## src/rtl/tone_decoder.sv

```systemverilog
// tone_decoder: measures the half-period of a square wave on tone_in and decodes
// which of the eight scale notes (a..ha) is sounding. A note is reported after
// MATCH_CNT consecutive half-periods fall into the same bin. It is dropped on a
// mismatch or after TIMEOUT clocks of silence.
// Optional feature: define TONE_SEG_EN to add an active-low 7-segment output
// 'seg' ({g,f,e,d,c,b,a}) that shows digit note_idx+1 while a note is locked.
module tone_decoder #(
    parameter int HP_A      = 1912,
    parameter int HP_B      = 1703,
    parameter int HP_C      = 1517,
    parameter int HP_D      = 1432,
    parameter int HP_E      = 1276,
    parameter int HP_F      = 1137,
    parameter int HP_G      = 1013,
    parameter int HP_HA     = 956,
    parameter int TOL       = 16,
    parameter int MATCH_CNT = 4,
    parameter int TIMEOUT   = 4095,
    parameter int CNT_W     = 12
) (
    input  logic       clk,
    input  logic       reset,
    input  logic       tone_in,
    output logic       note_valid,
    output logic [2:0] note_idx,
    output logic [7:0] note_onehot
`ifdef TONE_SEG_EN
    ,
    output logic [6:0] seg
`endif
);

    localparam int MC_W = $clog2(MATCH_CNT + 1);
    localparam logic [MC_W-1:0]  MC_TGT    = MC_W'(MATCH_CNT);
    localparam logic [CNT_W-1:0] TIMEOUT_V = CNT_W'(TIMEOUT);
    localparam int HP_TAB [8] = '{HP_A, HP_B, HP_C, HP_D, HP_E, HP_F, HP_G, HP_HA};

    typedef enum logic [1:0] {
        IDLE,
        ACQUIRE,
        LOCKED
    } state_t;

    logic sync1, sync2, sync3;
    logic tone_edge;
    logic [CNT_W-1:0] cnt;
    logic [CNT_W:0]   meas;
    logic       bin_hit;
    logic [2:0] bin_idx;

    state_t state, state_n;
    logic [2:0]      cand, cand_n;
    logic [2:0]      note, note_n;
    logic [MC_W-1:0] mc, mc_n;
    logic [MC_W-1:0] mc_cand;

    // Two-flop synchronizer plus a third flop, so either polarity of transition yields a one-clock pulse
    always_ff @(posedge clk) begin
        if (reset) begin
            sync1 <= 1'b0;
            sync2 <= 1'b0;
            sync3 <= 1'b0;
        end else begin
            sync1 <= tone_in;
            sync2 <= sync1;
            sync3 <= sync2;
        end
    end

    assign tone_edge = sync2 ^ sync3;

    // Clocks since the last edge; saturates so a long silence still reads as TIMEOUT
    always_ff @(posedge clk) begin
        if (reset) begin
            cnt <= '0;
        end else if (tone_edge) begin
            cnt <= '0;
        end else if (cnt != TIMEOUT_V) begin
            cnt <= cnt + 1'b1;
        end
    end

    // The measured half-period counts the edge cycle itself, so it is one more than cnt
    assign meas = {1'b0, cnt} + (CNT_W + 1)'(1);

    // Map the measurement onto a note bin; scanning downwards lets the lowest index win on overlap
    always_comb begin
        bin_hit = 1'b0;
        bin_idx = 3'd0;
        for (int k = 7; k >= 0; k--) begin
            if ((int'(meas) + TOL >= HP_TAB[k]) && (int'(meas) <= HP_TAB[k] + TOL)) begin
                bin_hit = 1'b1;
                bin_idx = 3'(k);
            end
        end
    end

    // State, candidate note, match count and locked note registers
    always_ff @(posedge clk) begin
        if (reset) begin
            state <= IDLE;
            cand  <= 3'd0;
            note  <= 3'd0;
            mc    <= '0;
        end else begin
            state <= state_n;
            cand  <= cand_n;
            note  <= note_n;
            mc    <= mc_n;
        end
    end

    // Next-state logic: edges drive acquisition and lock; a saturated counter means silence
    always_comb begin
        state_n = state;
        cand_n  = cand;
        note_n  = note;
        mc_n    = mc;
        mc_cand = (bin_idx == cand) ? mc + 1'b1 : MC_W'(1);
        if (tone_edge) begin
            case (state)
                IDLE: begin
                    state_n = ACQUIRE;
                    mc_n    = '0;
                end
                ACQUIRE: begin
                    if (!bin_hit) begin
                        mc_n = '0;
                    end else begin
                        cand_n = bin_idx;
                        mc_n   = mc_cand;
                        if (mc_cand >= MC_TGT) begin
                            state_n = LOCKED;
                            note_n  = bin_idx;
                        end
                    end
                end
                LOCKED: begin
                    if (!bin_hit) begin
                        state_n = ACQUIRE;
                        mc_n    = '0;
                    end else if (bin_idx != note) begin
                        state_n = ACQUIRE;
                        cand_n  = bin_idx;
                        mc_n    = MC_W'(1);
                    end
                end
                default: begin
                    state_n = IDLE;
                    mc_n    = '0;
                end
            endcase
        end else if (cnt == TIMEOUT_V) begin
            state_n = IDLE;
            mc_n    = '0;
        end
    end

`ifdef TONE_SEG_EN
    // Active-low segment pattern {g,f,e,d,c,b,a} for digits 1..8
    function automatic logic [6:0] seg_digit(input logic [2:0] idx);
        case (idx)
            3'd0:    seg_digit = 7'h79;
            3'd1:    seg_digit = 7'h24;
            3'd2:    seg_digit = 7'h30;
            3'd3:    seg_digit = 7'h19;
            3'd4:    seg_digit = 7'h12;
            3'd5:    seg_digit = 7'h02;
            3'd6:    seg_digit = 7'h78;
            default: seg_digit = 7'h00;
        endcase
    endfunction
`endif

    // Register the outputs from the next-state values so they follow the deciding cycle by one clock
    always_ff @(posedge clk) begin
        if (reset) begin
            note_valid  <= 1'b0;
            note_idx    <= 3'd0;
            note_onehot <= 8'h00;
`ifdef TONE_SEG_EN
            seg         <= 7'h7F;
`endif
        end else if (state_n == LOCKED) begin
            note_valid  <= 1'b1;
            note_idx    <= note_n;
            note_onehot <= 8'h01 << note_n;
`ifdef TONE_SEG_EN
            seg         <= seg_digit(note_n);
`endif
        end else begin
            note_valid  <= 1'b0;
            note_idx    <= 3'd0;
            note_onehot <= 8'h00;
`ifdef TONE_SEG_EN
            seg         <= 7'h7F;
`endif
        end
    end

endmodule

```

## config.mk

```make
export PLATFORM = sky130hd
export DESIGN_NAME = tone_decoder
export DESIGN_NICKNAME = d
export VERILOG_FILES = /design/src/rtl/tone_decoder.sv
export SDC_FILE = /design/constraint.sdc
export NUM_CORES = 1
export LEC_CHECK = 0
export ABC_CLOCK_PERIOD_IN_PS = 11600
export CAP_MARGIN = 20
export CORE_MARGIN = 1.5
export CORE_UTILIZATION = 50
export DETAILED_ROUTE_END_ITERATION = 16
export MAX_ROUTING_LAYER = met4
export PLACE_DENSITY_LB_ADDON = 0.05
export SYNTH_ARGS = -nofsm -noshare
export SYNTH_HDL_FRONTEND = slang
export SYNTH_SLANG_ARGS = --single-unit
```

## constraint.sdc

```tcl
create_clock -name clk -period 11.6 [get_ports clk]
set_input_delay 2.32 -clock clk [delete_from_list [all_inputs] [get_ports clk]]
set_output_delay 2.32 -clock clk [all_outputs]
set_load 0.005 [all_outputs]
```

==> Word-level counts from Yosys, hierarchy flattened <==
Index checks and enable logic that the tools add are counted.
{ "classes": {"addsub": 4, "n_mul": 0, "div_mod_pow": 0, "n_lt_le_gt_ge": 17, "eq_ne": 11, "shift": 1, "muxes": 39, "bitwise_logic": 2, "reduce_logical": 15} }
{ "ops": {"columns": ["op", "count"], "rows": [
  ["greater-or-equal comparator 32 x 12 -> 1 bit, second input constant", 5],
  ["<= comparator 13 x 11 -> 1 bit, second input constant", 7],
  ["greater-or-equal comparator 32 x 11 -> 1 bit, second input constant", 2],
  ["two-way mux 3 bit", 21],
  ["adder 13 x 5 -> 14 bit, second input constant", 1],
  ["greater-or-equal comparator 14 x 11 -> 1 bit, second input constant", 1],
  ["adder 12 x 1 -> 13 bit, second input constant", 1],
  ["<= comparator 13 x 10 -> 1 bit, second input constant", 1],
  ["adder 12 x 1 -> 12 bit, second input constant", 1],
  ["== test 12 bit, second input constant", 1],
  ["two-way mux 2 bit", 6],
  ["inequality test 12 bit, second input constant", 1],
  ["one-hot mux 3 bit (2 select lines)", 2],
  ["two-way mux 1 bit", 9],
  ["logical AND 1 bit", 8],
  ["left shift 1 x 3 -> 8 bit, first input constant", 1],
  ["inequality test 2 bit, second input constant", 3],
  ["one-hot mux 2 bit (3 select lines)", 1],
  ["AND reduction 5 bit", 1],
  ["== test 2 bit, second input constant", 2],
  ["inequality test 4 bit, second input constant", 1],
  ["nonzero test 2 bit", 2],
  ["OR reduction 2 bit", 2],
  ["adder 3 x 1 -> 3 bit, second input constant", 1],
  ["other kinds (8)", 8]
]} }
{ "totals": {"reg_bits": 38, "latch_bits": 0, "mem_bits_rw": 0, "romBits": 0, "in_bits": 3, "output_inout_bits": 12, "n_memories": 0} }

==> Depth between registers and ports, before layout <==
Gate-level depths: netlist (run 1).
{ "depth": {"ltp_word": 22, "depth_mapped": 20, "mapped_depth_nobuf": 17} }

==> Worst setup path before layout (run 1) <==
Ideal clock, no wire load.
{ "synth_path": {"kind": "reg2reg", "startpoint": "register cnt[0]", "endpoint": "register note_onehot[0]", "setup_time_ps": 80, "t_arrival_ps": 4660, "path_slack_ps": 6860, "stages_incl_launch_ff": 19, "n_path_buf": 3, "synth_period_minus_slack_ps": 4740, "path_cell_list": "dfxtp_1 ha_1 nand3_2 clkbuf_1 xnor2_1 inv_1 ha_1 clkbuf_1 a21boi_2 o2111ai_1 o2111a_1 o32a_1 o21a_1 nor3b_2 a211oi_1 or4_1 buf_2 or4_1 a211oi_2"} }
{ "synth_via": {"elab_chain_len": 22, "elab_cells_between_ends": 62, "classes_between": "add/sub: 2; order compare: 17; eq/ne: 4; shift: 1; mux: 28; bitwise: 1; reduce/logical: 9"} }
{ "synth_rtl": {"columns": ["item", "line_no", "source"], "rows": [
  ["start: declaration", "46", "logic [CNT_W-1:0] cnt;"],
  ["start signal: assignment", "79", "cnt <= cnt + 1'b1;"],
  ["adder 12 x 1 -> 13 bit (*)", "84", "assign meas = {1'b0, cnt} + (CNT_W + 1)'(1);"],
  ["net meas[4]", "47", "logic [CNT_W:0] meas;"],
  ["adder 13 x 5 -> 14 bit", "91", "if ((int'(meas) + TOL >= HP_TAB[k]) && (int'(meas) <= HP_TAB[k] + TOL)) begin"],
  ["greater-or-equal comparator 32 x 11 -> 1 bit", "91", null],
  ["logical AND 1 bit", "91", null],
  ["two-way mux 3 bit (8 in a row)", "91", null],
  ["== test 3 bit", "119", "mc_cand = (bin_idx == cand) ? mc + 1'b1 : MC_W'(1);"],
  ["two-way mux 3 bit", "119", null],
  ["greater-or-equal comparator 3 bit", "132", "if (mc_cand >= MC_TGT) begin"],
  ["two-way mux 2 bit", "132", null],
  ["two-way mux 2 bit", "127", "if (!bin_hit) begin"],
  ["one-hot mux 2 bit (3 select lines)", "121", "case (state)"],
  ["two-way mux 2 bit", "120", "if (tone_edge) begin"],
  ["== test 2 bit", "184", "end else if (state_n == LOCKED) begin"],
  ["NOT 1 bit (no line)", null, null],
  ["OR reduction 2 bit (no line)", null, null],
  ["end signal: assignment", "187", "note_onehot <= 8'h01 << note_n;"],
  ["end: declaration", "26", "output logic [7:0] note_onehot"]
]} }
Mark *: on every way through the listed nets, which the timed path passes. The rest lies on a longest branch.
A chain may end at the register's enable or synchronous reset.

==> Worst setup path in the final report (run 1) <==
{ "layout_path": {"startpoint": "register cnt[0]", "endpoint": "register note_onehot[6]"} }
Same word-level chain as after synthesis.

==> metrics.md, run 1 <==
| Metric | Value |
|---|---|
| Max Clk Rate | 0.148 GHz |
| Slowest cell on crit path | ha_1 |
| Worst path cell trace | ha_1 -> nand3_2 -> xnor2_1 -> inv_1 -> ha_1 -> xor2_1 -> mux2i_1 -> nand2_1 -> o21ai_1 -> a311oi_1 -> a2bb2oi_1 -> nand4_1 -> o21bai_1 -> a211oi_1 -> or4_1 -> or4_1 -> a211oi_2 |
| Die ar. | 7920 um^2 |
| Clock Sinks | 38 |
| Clock slew at reported path FFs | approximately 80 ps |
| CTS resizes | 0 |
| Layout area overhead | 7.03% |
| Layout Skew | between 10 and 15 ps |
| Post-Syn Instances | ~500 |
| Final GP Congestion | 0.968 |
| Share of the synthesized area in the top cell type | between 20 and 25% |
| WS Path Type | register to register |
| H-tree depth | 2 |
| Sequential area share after synthesis | about 21% |
| Max incr delay on CP | slightly above 800 ps |
| Period Utilization, post-route | around 58% |
| Fillcell total | between 700 and 800 |
| Initial Util | between 50% and 60% |
| Post-synth EDFFs | 0 |
| IO Port Bufs | 14 |
| Layout Nets | between 500 and 600 |
| Vias in the first global route | ~3400 |
| Worst Tran Pin Value | roughly 1100 ps |
| Setup violations, final | 0 |
| Design internal power | roughly 0.23 mW |
| Worst reg2reg setup slack | 4830 ps |
| CTS tree | built |
| Final Max Tran Viols | 0 |
| Num rows | 31 |
| CP startpoint kind | register |
| Synth top area cells | dfxtp_1 21%, nor2_1 4.0%, a21oi_1 3.9%, ha_1 3.7%, a211oi_1 3.4% |
| Final Critical Period | approximately 6800 ps |
| Mapped Avg Cell Area | 7.38 um^2 |
| Pin count of the biggest net entering global routing | 25 |
| I/O Pins | 15 |
| Initial DRC count | 520 |
| Synth Cell Area | between 3000 and 4000 um^2 |
| Total count of hold-check failures in the final report | 0 |
| Worst path bufs/invs | 1 |
| Area after DPL | about 3800 um^2 |
| Async SR Flop Fraction | 0% |
| GRT overflow | 0 |
| CTS Hold Buffers Added | 0 |
| Root buffer cell | clkbuf_8 |
| R2R Path End | note_onehot[6] |
| DRC errors left | 0 |
| Core region area | about 7200 um^2 |
| Global-route wire length before repair | about 18 mm |
| Antenna Nets Post-Route | 0 |
| Clock Path Buffers | 2 |
| Yosys reg bits | 38 |
| Clock group share of total power | 46.2% |
| R2R depth | 17 |
| Main synth FF type | dfxtp_1 |
| Post-route cell area | ~4000 um^2 |
| Seq pwr share | 45.0% |
| DIE WIDTH | a little under 90 um |
| WL/cell | ~19 um |
| CP Capture Type | register |
| RSZ-0062 raised after global routing | false |
| Die Height | about 89 um |
| Cell taking the most area after synthesis | dfxtp_1 |
| CP required | 11820 ps |
| Slew HR | between 20% and 30% |
| Worst Hold Class | register to register |
| Combinational Power Share | about 8.8% |
| Sw Share | roughly 25% |
| Max VDD drop | about 0.064 mV |
| FF-to-FF Start | cnt[0] |
| Drt pass-1 iters | 7 |
| Outcome | finished clean |
| Top delay family on crit path | simple AND/OR/NAND/NOR gates |
| LEAKAGE | between 1 and 1.5 nW |
| Postcts setup bufs | 0 |
| Syn_nets | 515 |
| Gr usage total | between 30% and 40% |
| Hold path start | sync1 |
| Max Fanout on Critical Path | 24 |
| Vias per cell | 6.71 |
| Hold Path End | sync2 |
| CTS Buf Count | 5 |
| Placed Cells | ~580 |
| Routed vias | 3937 |
| Antenna diode count | 0 |
| Routed wire length | between 10 and 15 mm |
| Placed wire-length estimate | around 8 mm |
| Netlist cell types | 80 |
| Initial antenna violation count | 0 |
| Post-Layout Cell Count | between 500 and 600 |
| Clk Latency, worst-skew pair | 310 ps |
| Max-Cap Viols | 0 |
| Fraction of layout cells with a size suffix above 1 | between 7 and 8% |
| Setup TNS Final | 0 ps |
| Power Density | 76.7 nW/um^2 |
| Hold path cells | 1 |
| Arrival time at the worst endpoint | about 7000 ps |
| Net Sw Power | about 0.077 mW |
| Yosys warns | 0 |
[cell families (layout without fill, tap and decap cells)]
group | after synthesis | after routing | synth area share [%]
compound gates | 159 | 159 | 30.5
xor+xnor | 20 | 20 | 4.73
fa+ha+maj | 11 | 11 | 3.72
buf+inv | 54 | 41 | 6.15
flops | 38 | 38 | 20.6
mux | 7 | 7 | 1.93
simple gates | 212 | 212 | 32.4
[final cells by class]
type | count | area [um^2] | area share (%)
tap | 99 | 124 | 3.13
sequential | 38 | 761 | 19.2
timing repair buffer | 18 | 170 | 4.30
clock buffer | 5 | 68.8 | 1.74
inverter | 15 | 56.3 | 1.42
multi-input combinational | 409 | 2710 | 68.5
clock inverter | 3 | 68.8 | 1.74
[sequential cells by signal, indices dropped and copies added (netlist names)]
register / flops
cand: 3
cnt: 12
mc: 3
note: 3
note_idx: 3
note_onehot: 8
note_valid: 1
state: 2
sync1: 1
sync2: 1
sync3: 1
[cells in the final DEF (no fill, tap or decap), drive strengths merged, types with 12 or more instances in the layout]
master	count
nand3	24
a31oi	13
nand4	13
nor3	20
a21oi	29
clkdlybuf4s50	14
o21ai	30
inv	15
nor2	41
nand2	33
nor4	12
dfxtp	38
a211oi	21
[cell usage after synthesis (10+ instances only)]
cell type	count
nand4_1	11
nor2_1	39
nor4_1	10
a21oi_1	29
o21ai_0	23
nand2_1	32
a31oi_1	13
xnor2_1	11
dfxtp_1	38
ha_1	11
a211oi_1	17
buf_2	11
clkbuf_1	25
nor3_1	18
nand3_1	23
inv_1	15
[power groups by stage]
stage | clock, mW | combinational, mW | sequential (mW)
after global routing | 0.150 | 0.0291 | 0.137
after global placement | 0 | 0.0259 | 0.139
final | 0.140 | 0.0269 | 0.137
after detailed placement | 0 | 0.0255 | 0.140
after floorplan | 0 | 0.0213 | 0.137
after CTS | 0.145 | 0.0256 | 0.137
[worst reg2reg max path, stage by stage, from the launching register on]
cell and delay, ps:
dfxtp_1 690, ha_1 810, nand3_2 510, xnor2_1 430, inv_1 100, ha_1 390, xor2_1 470, mux2i_1 140
nand2_1 80, o21ai_1 100, a311oi_1 360, a2bb2oi_1 330, nand4_1 290, o21bai_1 230, a211oi_1 140, or4_1 780
or4_1 620, a211oi_2 240
[per-stage QoR]
step	hold WS (ps)	worst slack (ps)	power (mW)	utilization (%)
2_1_floorplan	414	6860	0.158	-
3_3_place_gp	433	5240	0.165	52.8
3_5_place_dp	439	4990	0.165	52.8
4_1_cts	463	4980	0.307	54.7
5_1_grt	486	4310	0.316	54.9
6_report	460	4830	0.304	54.9
[per-layer routing]
layer,up-vias,GRT usage (%),part of all wire (%)
li1,1872,-,-
met3,29,6.56,8.8
met1,1837,43.6,46
met4,0,11.0,2.7
met5,-,-,0
met2,199,40.3,42
[worst max path at each step]
stage                     endpoint   start  slack [ps]  cells after the start
global route        note_onehot[4]  cnt[0]        4310                     17
finish              note_onehot[6]  cnt[0]        4830                     17
global placement    note_onehot[0]  cnt[0]        5240                     17
CTS                 note_onehot[3]  cnt[0]        4980                     17
detailed placement  note_onehot[3]  cnt[0]        4990                     17
floorplan           note_onehot[0]  cnt[0]        6860                     18
No activity file was read; power rests on OpenSTA's default activity.
==> run 2, diff against run 1 <==
ABC_CLOCK_PERIOD_IN_PS = 5500   (was 11600)
clock period = 5.5 ns   (was 11.6 ns; I/O delays follow)
==> run 2 against run 1 <==
Global-route usage shrank 0.51 points; sequential power grew 110%; non-clock buffer count grew 16; final cell count grew 2.7%; clock skew grew 1.0 ps; clock power grew 53%; sequential cell count is the same; critical path depth grew 2.
==> metrics.md, run 2 (synthesis results as in run 1) <==
| Metric | Value |
|---|---|
| Outcome | finished clean (unchanged) |
| Crit. Startpoint | cnt[0] (unchanged) |
| WS Path Type | register to register (unchanged) |
| Worst Hold Class | register to register (unchanged) |
| Max incr delay on CP | 660 ps (was 810 ps) |
| Gr usage total | 29.5% (was 30.1%) |
| Final Critical Period | 5120 ps (was 6770 ps) |
| Setup TNS Final | 0 ps (unchanged) |
| Slew HR | 32.9% (was 24.5%) |
| GRT overflow | 0 (unchanged) |
| Worst path cell trace | nand4_2 -> buf_4 -> o21ai_1 -> and2_1 -> inv_1 -> ha_1 -> xor2_1 -> mux2i_1 -> nand2_1 -> o21ai_1 -> a311oi_1 -> a2bb2oi_1 -> nand4_1 -> buf_4 -> o21bai_1 -> a211oi_1 -> or4_1 -> or4_1 -> a211oi_2 (was ha_1 -> nand3_2 -> xnor2_1 -> inv_1 -> ha_1 -> xor2_1 -> mux2i_1 -> nand2_1 -> o21ai_1 -> a311oi_1 -> a2bb2oi_1 -> nand4_1 -> o21bai_1 -> a211oi_1 -> or4_1 -> or4_1 -> a211oi_2) |
| Setup violations, final | 0 (unchanged) |
| Most flops, register | cnt (unchanged) |
| Top flop regs | cnt: 12 flops, note_onehot: 8 flops (unchanged) |
| Clk Latency, worst-skew pair | 300 ps (was 310 ps) |
| Net Sw Power | 0.161 mW (was 0.0765 mW) |
| Initial DRC count | 505 (was 520) |
| Num rows | 31 (unchanged) |
| I/O Pins | 15 (unchanged) |
| DRC errors left | 0 (unchanged) |
| Die Height | 89.0 um (unchanged) |
| Design internal power | 0.400 mW (was 0.227 mW) |
| LEAKAGE | 1.40 nW (was 1.34 nW) |
| Power Density | 139 nW/um^2 (was 76.7 nW/um^2) |
| Max VDD drop | 0.102 mV (was 0.0638 mV) |
| Fraction of layout cells with a size suffix above 1 | 10.9% (was 7.79%) |
| Total count of hold-check failures in the final report | 0 (unchanged) |
| Slowest cell on crit path | or4_1 (was ha_1) |
| Clock Path Buffers | 2 (unchanged) |
| Seq pwr share | 50.9% (was 45.0%) |
| Die ar. | 7920 um^2 (unchanged) |
| Worst path bufs/invs | 3 (was 1) |
| H-tree depth | 2 (unchanged) |
| Max Fanout on Critical Path | 14 (was 24) |
| Layout area overhead | 9.16% (was 7.03%) |
| IO Port Bufs | 14 (unchanged) |
| Clock group share of total power | 38.2% (was 46.2%) |
| RSZ-0062 raised after global routing | false (unchanged) |
| CTS Hold Buffers Added | 0 (unchanged) |
| Hold path start | sync1 (unchanged) |
| Worst Tran Pin Value | 999 ps (was 1100 ps) |
| CP Capture Type | register (unchanged) |
| Vias per cell | 6.53 (was 6.71) |
| Clock slew at reported path FFs | 80 ps (about the same) |
| Post-Layout Cell Count | 603 (was 587) |
| Most frequent cells in the layout | 39 x nor2_1, 37 x dfxtp_1, 32 x nand2_1 (was 39 x nor2_1, 38 x dfxtp_1, 32 x nand2_1) |
| Routed wire length | 10.9 mm (was 11.2 mm) |
| FF-to-FF Start | cnt[0] (unchanged) |
| Hold WS | 443 ps (was 460 ps) |
| Sw Share | 28.6% (was 25.2%) |
| Final Max Tran Viols | 0 (unchanged) |
| Layout Nets | 517 (was 501) |
| Core region area | 7210 um^2 (unchanged) |
| CP startpoint kind | register (unchanged) |
| Vias in the first global route | 3459 (was 3401) |
| Max FFs per register | 12 (unchanged) |
| Routed vias | 3935 (was 3937) |
| Drt pass-1 iters | 5 (was 7) |
| Most common cell after layout, fill and taps aside | nor2_1 (unchanged) |
| Max-Cap Viols | 0 (unchanged) |
| WL/cell | 18.0 um (was 19.1 um) |
| Root buffer cell | clkbuf_8 (unchanged) |
| Global-route wire length before repair | 17.6 mm (was 17.7 mm) |
| Combinational Power Share | 10.9% (was 8.8%) |
| Top delay family on crit path | simple AND/OR/NAND/NOR gates (unchanged) |
| Layout Skew | 13.6 ps (was 12.6 ps) |
| Power Total | 0.561 mW (was 0.304 mW) |
| Final GP Congestion | 1.01 (was 0.968) |
| Antenna diode count | 0 (unchanged) |
| CTS tree | built (unchanged) |
| Fillcell total | 710 (was 718) |
| Postcts setup bufs | 0 (unchanged) |
| Max Clk Rate | 0.195 GHz (was 0.148 GHz) |
| Period Utilization, post-route | 93.0% (was 58.4%) |
| DIE WIDTH | 89.0 um (unchanged) |
| Antenna Nets Post-Route | 0 (unchanged) |
| Arrival time at the worst endpoint | 5330 ps (was 6990 ps) |
| Clock Sinks | 38 (unchanged) |
| Pin count of the biggest net entering global routing | 24 (was 25) |
| Initial antenna violation count | 0 (unchanged) |
| Placed wire-length estimate | 7.93 mm (was 7.99 mm) |
| CP required | 5710 ps (was 11820 ps) |
| CTS Buf Count | 5 (unchanged) |
| Initial Util | 51.3% (unchanged) |
| Worst reg2reg setup slack | 380 ps (was 4830 ps) |
| CTS resizes | 0 (unchanged) |
| Placed Cells | 595 (was 577) |
==> run 2: cell types whose count changed in the layout (fill, tap and decap cells not counted), sizes merged <==
cell	before	now
buf	4	20
clkbuf	5	6
clkinvlp	0	1
bufinv	2	0
==> run 2: through the flow <==
step / cell area, um^2 / worst slack [ps] / util, %
after floorplan: 3700 / 760 / -
after global placement: 3940 / 447 / 54.6
after CTS: 4040 / 276 / 56.0
after detailed placement: 3940 / 311 / 54.6
final: 4040 / 383 / 56.0
after global routing: 4040 / 39.2 / 56.0
==> run 2: power by group through the flow <==
stage	registers, mW	clock network, mW	logic, mW
6_report	0.286	0.214	0.0610
5_1_grt	0.286	0.235	0.0662
4_1_cts	0.285	0.221	0.0596
3_5_place_dp	0.292	0	0.0592
3_3_place_gp	0.291	0	0.0588
2_1_floorplan	0.289	0	0.0450
==> run 2: final timing paths <==
check | depth (start not counted) | end
worst min-delay path | 1 | sync2
worst max-delay path | 19 | note_onehot[0]
worst min register to register | 1 | sync2
worst max register to register | 19 | note_onehot[0]
==> run 2: routing by layer <==
metal,GRT usage (%),vias to the layer above,routed length [um]
li1,-,1902,-
met1,43.2,1807,5090
met2,39.6,198,4560
met3,6.65,28,950
met4,9.51,0,266
met5,-,-,0
==> run 2: cell type report <==
cell class                 count  area (um^2)  share of cell area, %
inverter                      15         56.3                   1.39
multi-input combinational    409         2710                   67.1
clock inverter                 2         12.5                  0.310
tap                           99          124                   3.07
clock buffer                   6         82.6                   2.04
sequential                    38          762                   18.9
timing repair buffer          34          290                   7.19
